<file path="src/rtl/branch_pkg.sv">
// Shared definitions for the RV32I branch-compare pipeline: funct3 codes,
// the stage-1 payload layout and the stage-2 combine function.
package branch_pkg;

  localparam logic [2:0] F3_BEQ  = 3'b000;
  localparam logic [2:0] F3_BNE  = 3'b001;
  localparam logic [2:0] F3_BLT  = 3'b100;
  localparam logic [2:0] F3_BGE  = 3'b101;
  localparam logic [2:0] F3_BLTU = 3'b110;
  localparam logic [2:0] F3_BGEU = 3'b111;

  // Partial compare results captured in stage 1 and combined in stage 2.
  typedef struct packed {
    logic       msb_a;
    logic       msb_b;
    logic       eq_hi;
    logic       lt_hi;
    logic       eq_lo;
    logic       lt_lo;
    logic [2:0] funct3;
  } s1_payload_t;

  function automatic logic is_illegal_f3(input logic [2:0] f3);
    return (f3 == 3'b010) || (f3 == 3'b011);
  endfunction

  function automatic logic branch_taken(input s1_payload_t p);
    logic mag_eq;
    logic mag_lt;
    logic eq;
    logic slt;
    logic ult;
    logic t;
    mag_eq = p.eq_hi && p.eq_lo;
    mag_lt = p.lt_hi || (p.eq_hi && p.lt_lo);
    eq     = (p.msb_a == p.msb_b) && mag_eq;
    // With differing sign bits the MSB alone decides both orderings.
    slt    = (p.msb_a != p.msb_b) ? p.msb_a : mag_lt;
    ult    = (p.msb_a != p.msb_b) ? p.msb_b : mag_lt;
    case (p.funct3)
      F3_BEQ:  t = eq;
      F3_BNE:  t = !eq;
      F3_BLT:  t = slt;
      F3_BGE:  t = !slt;
      F3_BLTU: t = ult;
      F3_BGEU: t = !ult;
      default: t = 1'b0;
    endcase
    return t;
  endfunction

endpackage

</file>
<file path="src/rtl/mag_split_compare.sv">
// Combinational W-bit unsigned compare producing equal and less-than flags.
module mag_split_compare #(
  parameter int W = 16
) (
  input  logic [W-1:0] i_a,
  input  logic [W-1:0] i_b,
  output logic         o_eq,
  output logic         o_lt
);

  assign o_eq = (i_a == i_b);
  assign o_lt = (i_a < i_b);

endmodule

</file>
<file path="src/rtl/branch_compare_pipe.sv">
// Two-stage branch-condition evaluator: stage 1 splits and partially compares
// the operands, stage 2 combines per funct3 into a registered decision.
module branch_compare_pipe
  import branch_pkg::*;
#(
  parameter int TAG_W = 5,
  parameter int SPLIT = 16
) (
  input  logic             i_clk,
  input  logic             i_rst_n,
  input  logic             in_valid,
  output logic             in_ready,
  input  logic [31:0]      rs1,
  input  logic [31:0]      rs2,
  input  logic [2:0]       funct3,
  input  logic [TAG_W-1:0] tag,
  input  logic             flush,
  output logic             out_valid,
  input  logic             out_ready,
  output logic             taken,
  output logic             illegal,
  output logic [TAG_W-1:0] out_tag
);

  logic             w_eq_hi;
  logic             w_lt_hi;
  logic             w_eq_lo;
  logic             w_lt_lo;
  logic             w_adv1;
  logic             w_adv2;
  s1_payload_t      w_s1_next;

  logic             r_s1_valid;
  s1_payload_t      r_s1;
  logic [TAG_W-1:0] r_s1_tag;
  logic             r_out_valid;
  logic             r_taken;
  logic             r_illegal;
  logic [TAG_W-1:0] r_out_tag;

  mag_split_compare #(.W(31 - SPLIT)) u_cmp_hi (
    .i_a  (rs1[30:SPLIT]),
    .i_b  (rs2[30:SPLIT]),
    .o_eq (w_eq_hi),
    .o_lt (w_lt_hi)
  );

  mag_split_compare #(.W(SPLIT)) u_cmp_lo (
    .i_a  (rs1[SPLIT-1:0]),
    .i_b  (rs2[SPLIT-1:0]),
    .o_eq (w_eq_lo),
    .o_lt (w_lt_lo)
  );

  // in_ready depends only on out_ready and the valid bits, never on in_valid.
  assign w_adv2   = !r_out_valid || out_ready;
  assign w_adv1   = !r_s1_valid || w_adv2;
  assign in_ready = w_adv1;

  always_comb begin
    w_s1_next        = '0;
    w_s1_next.msb_a  = rs1[31];
    w_s1_next.msb_b  = rs2[31];
    w_s1_next.eq_hi  = w_eq_hi;
    w_s1_next.lt_hi  = w_lt_hi;
    w_s1_next.eq_lo  = w_eq_lo;
    w_s1_next.lt_lo  = w_lt_lo;
    w_s1_next.funct3 = funct3;
  end

  always_ff @(posedge i_clk) begin
    if (w_adv1 && in_valid) begin
      r_s1     <= w_s1_next;
      r_s1_tag <= tag;
    end
  end

  // Flush wins over any advance; a stalled result is discarded with the rest.
  always_ff @(posedge i_clk or negedge i_rst_n) begin
    if (!i_rst_n) begin
      r_s1_valid  <= 1'b0;
      r_out_valid <= 1'b0;
      r_taken     <= 1'b0;
      r_illegal   <= 1'b0;
      r_out_tag   <= '0;
    end else if (flush) begin
      r_s1_valid  <= 1'b0;
      r_out_valid <= 1'b0;
    end else begin
      if (w_adv2) begin
        r_out_valid <= r_s1_valid;
        if (r_s1_valid) begin
          r_taken   <= branch_taken(r_s1);
          r_illegal <= is_illegal_f3(r_s1.funct3);
          r_out_tag <= r_s1_tag;
        end
      end
      if (w_adv1) begin
        r_s1_valid <= in_valid;
      end
    end
  end

  assign out_valid = r_out_valid;
  assign taken     = r_taken;
  assign illegal   = r_illegal;
  assign out_tag   = r_out_tag;

endmodule
</file>
<file path="config.mk">
export PLATFORM = sky130hd
export DESIGN_NAME = branch_compare_pipe
export DESIGN_NICKNAME = d
export VERILOG_FILES = /design/src/rtl/branch_pkg.sv /design/src/rtl/mag_split_compare.sv /design/src/rtl/branch_compare_pipe.sv
export SDC_FILE = /design/constraint.sdc
export NUM_CORES = 1
export LEC_CHECK = 0
export CELL_PAD_IN_SITES_DETAIL_PLACEMENT = 2
export CELL_PAD_IN_SITES_GLOBAL_PLACEMENT = 2
export CORE_AREA = 2 2 107 78
export DETAILED_ROUTE_END_ITERATION = 16
export DIE_AREA = 0 0 109 80
export PLACE_DENSITY_LB_ADDON = 0.1
export SLEW_MARGIN = 25
export SYNTH_ARGS = -nofsm -noshare
export SYNTH_HDL_FRONTEND = slang
export SYNTH_HIERARCHICAL = 1
export SYNTH_SLANG_ARGS = --single-unit
</file>
<file path="constraint.sdc">
create_clock -name i_clk -period 1.9 [get_ports i_clk]
set_input_delay 0.475 -clock i_clk [delete_from_list [all_inputs] [get_ports i_clk]]
set_output_delay 0.475 -clock i_clk [all_outputs]
set_load 0.01 [all_outputs]
</file>
# After elaboration in Yosys (flattened, before gate mapping)
# Cells that the tools add are included.
# classes
magnitude_cmp	2
n_eq_ne	11
n_mux	7
n_bitwise	1
reduce_logical	17
# ops
operator	count
$eq 16x16->1	1
$lt 16x16->1	1
$eq 15x15->1	1
$lt 15x15->1	1
$eq 3x3->1 const B	4
$eq 3x2->1 const B	2
$mux 1	6
$pmux 1 s6	1
$logic_not 1->1	5
$logic_and 1x1->1	4
$logic_or 1x1->1	4
$reduce_bool 2->1	2
$eq 3x1->1 const B	1
$logic_not 3->1	1
$reduce_and 3->1	1
$eq 1x1->1	1
$ne 1x1->1	1
$not 1->1	1
# word_totals
regBits	23
input_bits	77
output_inout_bits	9
word_cells	51

# Longest topological paths before layout
# Gate-level depths: netlist of run 1.
# logic_depth
depth_word	5
depth_mapped	6
depth_no_buf	6

# By module
# Netlist of run 1, hierarchy kept.
# by_module_without_submodules
mod	instances	cells_per_inst	area_each_um2
branch_compare_pipe	1	58	929.6
mag_split_compare at u_cmp_lo	1	56	399.1
mag_split_compare at u_cmp_hi	1	52	380.4

# Least setup slack after synthesis of run 1
# Ideal clock, no wire load.
# synth_path
path_type	input to register
from	input rs2[14]
to	register r_s1[3] (netlist name) (data pin)
arrival_ns	1.617
required_ns	1.645
slack_ns	0.028
stages	6
path_buffers	0
path_cell_list	inv_1 -> ha_1 -> nand4_1 -> or4_4 -> a21oi_2 -> nor3_1
# synth_via
elab_chain_cells	1
# synth_rtl
item	line_no	source
start, declared	branch_compare_pipe.sv:14	input logic [31:0] rs2,
$lt 16x16->1	mag_split_compare.sv:12	assign o_lt = (i_a < i_b);
via w_lt_lo	branch_compare_pipe.sv:28	logic w_lt_lo;
end signal, assigned	branch_compare_pipe.sv:73	r_s1 <= w_s1_next;
end, declared	branch_compare_pipe.sv:34	s1_payload_t r_s1;
# The timed path passes the listed nets, and every way through them passes these cells.
# A chain may end at the register's enable or synchronous reset.

# Worst setup path in the final report of run 1
# layout_path
from	input rs2[21]
to	register r_s1[5] (netlist name) (data pin)
# layout_via
elab_chain_cells	1
# layout_rtl
item	line_no	source
$lt 15x15->1	mag_split_compare.sv:12	
via w_lt_hi	branch_compare_pipe.sv:26	logic w_lt_hi;
# The timed path passes the listed nets, and every way through them passes these cells.

==> impl_metrics.toml, run 1 <==
[routing]
via_count = 1607
drc_errors = 0
post_drt_wl_per_cell_um = 13.7
ant_nets = 0
dr.pass1.iters = 2
drt_iter0_drc = 18
viasPerCell = 4.38
wirelength_mm = 5.05

[worst_setup_path]
path_delay_family = "buffers and inverters"
cp-start-kind = "input port"
required_ns = 1.92
path_max_fanout = 2
endpoint_kind = "flop"
crit_type = "in -> reg"
cpPeakStageDelay_ns = 0.45
crit_start = "rs2[21]"
arrival_ns = 1.88
reg2reg_from = "out_valid"
slowest_stage = "clkdlybuf4s50_1"
crit_buf_inv = 2
path_cells = "clkdlybuf4s50_1 > inv_1 > ha_4 > nand4_1 > a21oi_2 > nor3_2 > o31a_1"

[synthesis]
synth_cells = 166
yosysWarnings = 6
synthFlopType = "edfxtp_1"
synth_most_common_cell = "inv_1"
synth_area_per_cell_sq_um = 10.3
synthTopCellsByArea = "edfxtp_1 25%, ha_1 23%, dfrtp_1 13%, inv_1 7.2%, mux2_2 3.3%"
synthTopCellsByCount = "33 x inv_1, 31 x ha_1, 14 x edfxtp_1"
ys_ff_latch = 23
ys_async_sr_fraction = 0.391
synth_fp_nets = 274
ys_seq_area_frac = 0.378
yosys.area.top_type_share = 0.246
synth_edf_count = 14
synth.cell_area_sq_um = 1710
synth_cell_types = 39
synth_top_area_cell = "edfxtp_1"

[floorplan]
initial_utilization = 0.223
ios = 86
die_w_um = 109
fp-row-count = 27
core-area_sq_um = 7670
dieArea_sq_um = 8720
die_y_um = 80

[sta]
final-setup-viol-count = 0
slew_headroom = 0.694
slew_violations = 0
fin_skew_ns = 0.00106
tightestPinTransition_ns = 0.457
fin_crit_sh = 0.975
hold_viol_final = 0
period_minus_slack_ns = 1.85
tns_ns = 0
fin_ws_ns = 0.0469
fmax_mhz = 540

[cells_and_area]
final_area_sq_um = 2940
fillCellCount = 833
syn_to_final_growth_pct = 72.2
fin_util = 0.384
diodes = 0
fin_nets = 375
drive_gt1_frac = 0.195

[power_and_ir_drop]
cellLeakagePower_nw = 1.28
finalPower_mw = 1.44
pwr_density_cell_nw_per_um2 = 490
ir_drop_mv = 0.253

[run_status]
status = "complete, no violations"

[clock_tree]
numCtsBuffers = 3
cts_tree = "yes"
clock_path_buffers = 2
clk_latency_ns = 0.26
htreeDepth = 1
cts-root-buf = "clkbuf_8"
cts_sinks = 23
clk_pin_slew_ns = 0.08

[placement]
gp_congestion = 0.668
place_hpwl_mm = 4.35
port_buffers = 85
placed_area_sq_um = 2770
pre_cts_ws_ns = -0.524

[hold_path]
holdCritPathClass = "reg -> reg"
hold_path.startpoint = "r_s1_tag[4]"

[global_route]
grt-ovfl-total = 0
antenna_found_initial = 0
grt_start_max_net_pins = 14
grt_usage = 0.119
grt_pass1_vias = 1725
grt_pass1_wl_mm = 8.08

[run]
drv_cap = 0
[report_power, final]
group | switching (mW) | internal, mW
registers | 0.0320 | 0.587
logic | 0.198 | 0.323
clock network | 0.156 | 0.146
total | 0.386 | 1.06
[cell families after synthesis]
logic type,after synthesis,synth area share
and+or+nand+nor,41,0.150
muxes,8,0.0505
DFF,23,0.378
xor gates and xnor gates,2,0.0103
buffers and inverters,33,0.0725
adders and majority gates,31,0.227
AOI/OAI and AO/OA,28,0.112
[worst register-to-register path: cells and delay by family (launching register included)]
family                 cells  cell delay (ns)
flip-flops                 1             0.39
buffers and inverters      2             0.30
multiplexers               1             0.33
AND/OR/NAND/NOR            2             0.34
[per-stage QoR]
step                std cells  hold WS (ns)
finish                    367         0.481
global route              367         0.521
global placement          362         0.458
floorplan                 166         0.179
CTS                       366         0.485
detailed placement        362         0.465
[final timing paths]
kind | endpoint | slack, ns | depth (start not counted)
max reg2reg | out_tag[0] | 0.44 | 5
min | out_tag[4] | 0.48 | 1
max in group asynchronous | illegal | 1.07 | 1
min in group asynchronous | out_tag[4] | 0.52 | 1
min reg2reg | out_tag[4] | 0.48 | 1
max | r_s1[5] | 0.05 | 7
[flip-flops by register name, indices dropped and copies added, names as in the netlist]
signal,flops
r_s1_tag,5
out_tag,5
taken,1
illegal,1
out_valid,1
r_s1,9
r_s1_valid,1
[timing repair]
item | 4_1_cts | 5_1_grt
endpoints found under the setup margin | 3 | 3
hold buffers | 0 | 0
gates resized for setup | 42 | 6
buffers inserted | 0 | 1
pin swaps | 11 | 4
[layout make-up]
class                   instances  area [sq um]  area share
flip-flops and latches         23           646       0.219
inverters                      33           124      0.0421
multi-input cells             110          1080       0.367
clock inverters                 1          5.00     0.00170
repair buffers                 96           920       0.313
clock buffers                   3          41.3      0.0140
well taps                     101           126      0.0429
[layer usage]
metal,track usage,part of all wire,wire (um)
met5,0,0,0
met4,0.0231,0.0083,42
met3,0.0196,0.041,205
met2,0.206,0.49,2460
met1,0.155,0.46,2330
[cell usage in the layout, fill, tap and decap left out, types with 2 or more instances in the layout]
cell type        netlist  final
clkdlybuf4s50_1        0     60
inv_1                 33     25
dlygate4sd2_1          0     23
ha_1                  31     21
edfxtp_1              14     14
a21oi_1               11     10
buf_4                  0     10
ha_4                   0     10
dfrtp_1                9      9
inv_2                  0      8
nor2_1                 7      7
nand2_1                7      6
nand4_1                6      6
nand3_1                5      5
mux2_2                 5      5
a21oi_2                3      4
mux2i_1                3      3
o21ai_0                3      3
clkbuf_8               0      3
xnor2_1                2      2
nor3_2                 0      2
Note: power is estimated with default switching activity, not from simulation.
==> inputs of run 2 (changes only) <==
--- a/config.mk
+++ b/config.mk
@@ -7,9 +7,10 @@
 export LEC_CHECK = 0
 export CELL_PAD_IN_SITES_DETAIL_PLACEMENT = 2
 export CELL_PAD_IN_SITES_GLOBAL_PLACEMENT = 2
-export CORE_AREA = 2 2 107 78
+export CORE_AREA = 2 2 111 81
+export CTS_CLUSTER_SIZE = 25
 export DETAILED_ROUTE_END_ITERATION = 16
-export DIE_AREA = 0 0 109 80
+export DIE_AREA = 0 0 113 83
 export PLACE_DENSITY_LB_ADDON = 0.1
 export SLEW_MARGIN = 25
 export SYNTH_ARGS = -nofsm -noshare
==> constraint.sdc (replaced) <==
create_clock -name i_clk -period 1.6 [get_ports i_clk]
set_input_delay 0.4 -clock i_clk [delete_from_list [all_inputs] [get_ports i_clk]]
set_output_delay 0.4 -clock i_clk [all_outputs]
set_load 0.01 [all_outputs]
==> impl_metrics.toml, run 2 (synthesis results as in run 1) <==
[clock_tree]
clk_pin_slew_ns = 0.07
clk_latency_ns = 0.26
clock_path_buffers = 2
cts_sinks = 23
cts-root-buf = "clkbuf_16"
numCtsBuffers = 3
cts_tree = "yes"
htreeDepth = 1

[routing]
drt_iter0_drc = 26
viasPerCell = 4.27
via_count = 1602
post_drt_wl_per_cell_um = 14.5
drc_errors = 2
wirelength_mm = 5.43
dr.pass1.iters = 12
ant_nets = 0

[sta]
fin_skew_ns = 0.00428
hold_viol_final = 0
period_minus_slack_ns = 1.64
fin_crit_sh = 1.02
timing.hold.ws_ns = 0.447
fin_ws_ns = -0.0364
final-setup-viol-count = 1
rsz0062_at_grt = "true"
slew_headroom = 0.708
fmax_mhz = 611
slew_violations = 0
tns_ns = -0.0364
tightestPinTransition_ns = 0.437

[cells_and_area]
layout_commonest_cell = "clkdlybuf4s50_1"
syn_to_final_growth_pct = 88.7
largest_register_ffs = 9
layout_common_cells = "27 x clkdlybuf4s50_1, 23 x ha_4, 19 x dlygate4sd2_1, 17 x inv_2, 15 x buf_4"
top_register = "r_s1"
fillCellCount = 878
diodes = 0
fin_nets = 379
drive_gt1_frac = 0.411

[worst_setup_path]
path_delay_family = "buffers and inverters"
cp-start-kind = "input port"
path_max_fanout = 2
reg2reg_from = "out_valid"
rr_worst_depth = 5
r2r_setup_slack_ns = 0.12
crit_type = "in -> reg"
path_cells = "clkdlybuf4s50_1 > inv_1 > ha_4 > nor2b_4 > o211ai_1 > a21oi_2 > nor3_2"
required_ns = 1.61
r2r_end = "out_tag[1]"
cpPeakStageDelay_ns = 0.46
arrival_ns = 1.65
slowest_stage = "clkdlybuf4s50_1"
endpoint_kind = "flop"
crit_buf_inv = 2

[floorplan]
initial_utilization = 0.207
core-area_sq_um = 8270
fp-row-count = 28
die_y_um = 83
ios = 86
die_w_um = 113
dieArea_sq_um = 9380

[power_and_ir_drop]
netSwitchingFraction = 0.268
p_comb_frac = 0.346
internal_power_mw = 1.45
seqPwrFrac = 0.372
cellLeakagePower_nw = 1.39
clockPowerShare = 0.283
pwr_density_cell_nw_per_um2 = 613
ir_drop_mv = 0.241
power.switching_mw = 0.531

[global_route]
grt_pass1_vias = 1798
grt-ovfl-total = 0
grt_usage = 0.117
grt_pass1_wl_mm = 8.89
grt_start_max_net_pins = 15
antenna_found_initial = 0

[run]
drv_cap = 0

[placement]
port_buffers = 85
gp_congestion = 0.675
place_hpwl_mm = 4.48

[hold_path]
holdCritPathClass = "in -> async"

[run_status]
status = "finished, violations left"
violations = "design-rule violations, negative setup slack"
## run 2: cell types whose count changed in the layout (fill, tap and decap cells not counted), moves of 4 or more
cell and delta:
ha_4 +13, buf_4 +5, clkbuf_2 +4, clkdlybuf4s50_1 -33, inv_1 -14, buf_2 +5, ha_1 -15, clkdlybuf4s15_1 +12
inv_4 +4, dlygate4sd2_1 -4, inv_2 +9, buf_6 +9, dlymetal6s2s_1 +5
## run 2: worst reg2reg max path, cell delays in order, from the launching register on
cell     delay, ns
dfrtp_1       0.38
nor2b_4       0.13
buf_4         0.14
nor3b_4       0.22
buf_4         0.18
mux2_2        0.33
## run 2: final cells by class
type / instances / area [sq um] / share of cell area
Clock inverter: 1 / 6.26 / 0.00194
Sequential cell: 23 / 646 / 0.200
Tap cell: 105 / 131 / 0.0407
Clock buffer: 3 / 75.1 / 0.0233
Multi-Input combinational cell: 110 / 1290 / 0.400
Inverter: 33 / 149 / 0.0462
Timing Repair Buffer: 100 / 927 / 0.288
## run 2: metal layers
metal	track usage	share of wire	wire length, um
met1	0.156	0.46	2510
met2	0.196	0.48	2620
met3	0.0139	0.043	235
met4	0.0355	0.013	71
met5	0	0	0
## run 2: worst max path at each step
stage / slack (ns) / to / startpoint / cells past startpoint
finish: -0.04 / r_s1[3] / rs2[1] / 7
global route: -0.07 / r_s1[3] / rs2[14] / 7
CTS: -0.06 / r_s1[3] / rs2[12] / 7
detailed placement: -0.84 / r_s1[3] / rs2[10] / 7
global placement: -0.79 / r_s1[3] / rs2[10] / 7
floorplan: -0.09 / r_s1[3] / rs2[10] / 6
## run 2: timing repair
item | CTS | global route
setup endpoints to repair | 10 | 4
hold buffers | 0 | 0
buffers inserted | 4 | 0
gates resized for setup | 134 | 53
pin swaps | 28 | 26
## run 2: power by group through the flow
stage / Clock, mW / Sequential (mW) / Combinational [mW]
final: 0.559 / 0.736 / 0.683
after global routing: 0.609 / 0.746 / 0.762
after CTS: 0.584 / 0.738 / 0.656
after detailed placement: 0 / 0.750 / 0.623
after global placement: 0 / 0.747 / 0.613
after floorplan: 0 / 0.760 / 0.227
## run 2: stage by stage
stage | util | area [sq um] | std cells | setup slack (ns) | power [mW]
after CTS | 0.375 | 3100 | 375 | -0.0628 | 1.98
after global placement | 0.344 | 2850 | 367 | -0.791 | 1.36
final | 0.390 | 3220 | 375 | -0.0364 | 1.98
after global routing | 0.390 | 3220 | 375 | -0.0692 | 2.12
after detailed placement | 0.344 | 2850 | 367 | -0.836 | 1.37
after floorplan | - | 1780 | 166 | -0.0883 | 0.987
==> inputs of run 3 (changes only) <==
--- a/config.mk
+++ b/config.mk
@@ -7,10 +7,10 @@
 export LEC_CHECK = 0
 export CELL_PAD_IN_SITES_DETAIL_PLACEMENT = 2
 export CELL_PAD_IN_SITES_GLOBAL_PLACEMENT = 2
-export CORE_AREA = 2 2 111 81
+export CORE_AREA = 3 3 112 82
 export CTS_CLUSTER_SIZE = 25
 export DETAILED_ROUTE_END_ITERATION = 16
-export DIE_AREA = 0 0 113 83
+export DIE_AREA = 0 0 115 85
 export PLACE_DENSITY_LB_ADDON = 0.1
 export SLEW_MARGIN = 25
 export SYNTH_ARGS = -nofsm -noshare
==> impl_metrics.toml, run 3 (synthesis results as in run 1) <==
[run_status]
status = "finished, violations left"
violations = "negative setup slack"

[worst_setup_path]
crit_cells = 7
required_ns = 1.61
path_delay_family = "simple AND/OR/NAND/NOR gates"
rr_worst_depth = 5
crit_buf_inv = 2
cpPeakStageDelay_ns = 0.56
crit_type = "in -> reg"
path_max_fanout = 2
arrival_ns = 1.63
cp-start-kind = "input port"
path_cells = "buf_6 > inv_4 > ha_4 > nand4_1 > or4_4 > a21oi_2 > nor3_2"
slowest_stage = "or4_4"
endpoint_kind = "flop"

[cells_and_area]
layout_common_cells = "28 x dlygate4sd2_1, 25 x ha_4, 24 x clkdlybuf4s50_1, 19 x inv_2, 18 x buf_4"
ff_latch_area_sq_um = 646
largest_register_ffs = 9
diodes = 0
fillCellCount = 884
final_cells = 379
multi_input_area_sq_um = 1290
layout_commonest_cell = "dlygate4sd2_1"
top_register = "r_s1"
syn_to_final_growth_pct = 90.5
fin_util = 0.394
final_area_sq_um = 3260
fin_nets = 383
drive_gt1_frac = 0.416

[routing]
drc_errors = 0
wirelength_mm = 5.63
viasPerCell = 4.32
via_count = 1637
drt_iter0_drc = 24
post_drt_wl_per_cell_um = 14.8
ant_nets = 0
dr.pass1.iters = 4

[power_and_ir_drop]
cellLeakagePower_nw = 1.40
finalPower_mw = 1.97
ir_drop_mv = 0.348
pwr_density_cell_nw_per_um2 = 606

[sta]
rsz0062_at_grt = "true"
period_minus_slack_ns = 1.62
fin_crit_sh = 1.01
tightestPinTransition_ns = 0.453
hold_viol_final = 0
tns_ns = -0.0165
fmax_mhz = 619
fin_ws_ns = -0.0165
fin_skew_ns = 0.00274
slew_headroom = 0.697
timing.hold.ws_ns = 0.460
final-setup-viol-count = 1
slew_violations = 0

[global_route]
grt_usage = 0.116
grt_pass1_wl_mm = 9.18
grt-ovfl-total = 0
grt_pass1_vias = 1901
antenna_found_initial = 0
grt_start_max_net_pins = 14

[clock_tree]
cts_sinks = 23
cts-root-buf = "clkbuf_16"
clk_pin_slew_ns = 0.06
clock_path_buffers = 2
clk_latency_ns = 0.25
numCtsBuffers = 3
htreeDepth = 1
cts_tree = "yes"

[floorplan]
die_w_um = 115
ios = 86
core-area_sq_um = 8270
dieArea_sq_um = 9780
die_y_um = 85
initial_utilization = 0.207
fp-row-count = 28

[placement]
placedCellCount = 371
placed_area_sq_um = 2880
port_buffers = 85
pre_cts_ws_ns = -0.802
place_hpwl_mm = 4.66
gp_congestion = 0.720

[hold_path]
holdCritPathClass = "in -> async"

[run]
drv_cap = 0
[run 3: cell types whose count changed in the layout (fill, tap and decap cells not counted), sizes merged]
cell and change:
clkinv +1, clkbuf -4, buf +3, inv -1, dlygate4sd2 +9, clkdlybuf4s50 -3
clkdlybuf4s15 -1
[run 3: layout make-up]
| class | instances | area share |
|---|---|---|
| flip-flops and latches | 23 | 0.198 |
| clock inverters | 1 | 0.00154 |
| well taps | 105 | 0.0404 |
| multi-input cells | 110 | 0.398 |
| repair buffers | 104 | 0.293 |
| clock buffers | 3 | 0.0231 |
| inverters | 33 | 0.0457 |
[run 3: routing by layer]
| layer | up-vias | routed length, um | global-route usage |
|---|---|---|---|
| met3 | 2 | 256 | 0.0200 |
| met4 | 0 | 27 | 0.0160 |
| met2 | 38 | 2820 | 0.203 |
| met5 | - | 0 | 0 |
| met1 | 788 | 2520 | 0.153 |
| li1 | 809 | - | - |
[run 3: repair_timing]
item                                    in CTS  in global routing
pin swaps                                   26                 16
endpoints found under the setup margin      11                  5
gates resized for setup                    147                 32
hold buffers                                 0                  0
hold endpoints to repair                     0                  0
setup buffers                                2                  2
[run 3: final timing paths]
path	slack (ns)	end	from
setup reg to reg	0.12	out_tag[0]	out_valid
max in group asynchronous	0.83	illegal	i_rst_n
min in group i_clk	0.48	out_tag[2]	r_s1_tag[2]
hold / removal	0.46	r_s1_valid	i_rst_n
setup / recovery	-0.02	r_s1[3]	rs2[14]
hold reg to reg	0.48	out_tag[2]	r_s1_tag[2]
[run 3: power by group]
part	total, mW	internal, mW	switching, mW
Sequential	0.736	0.698	0.0379
Clock	0.541	0.336	0.205
Combinational	0.695	0.413	0.282
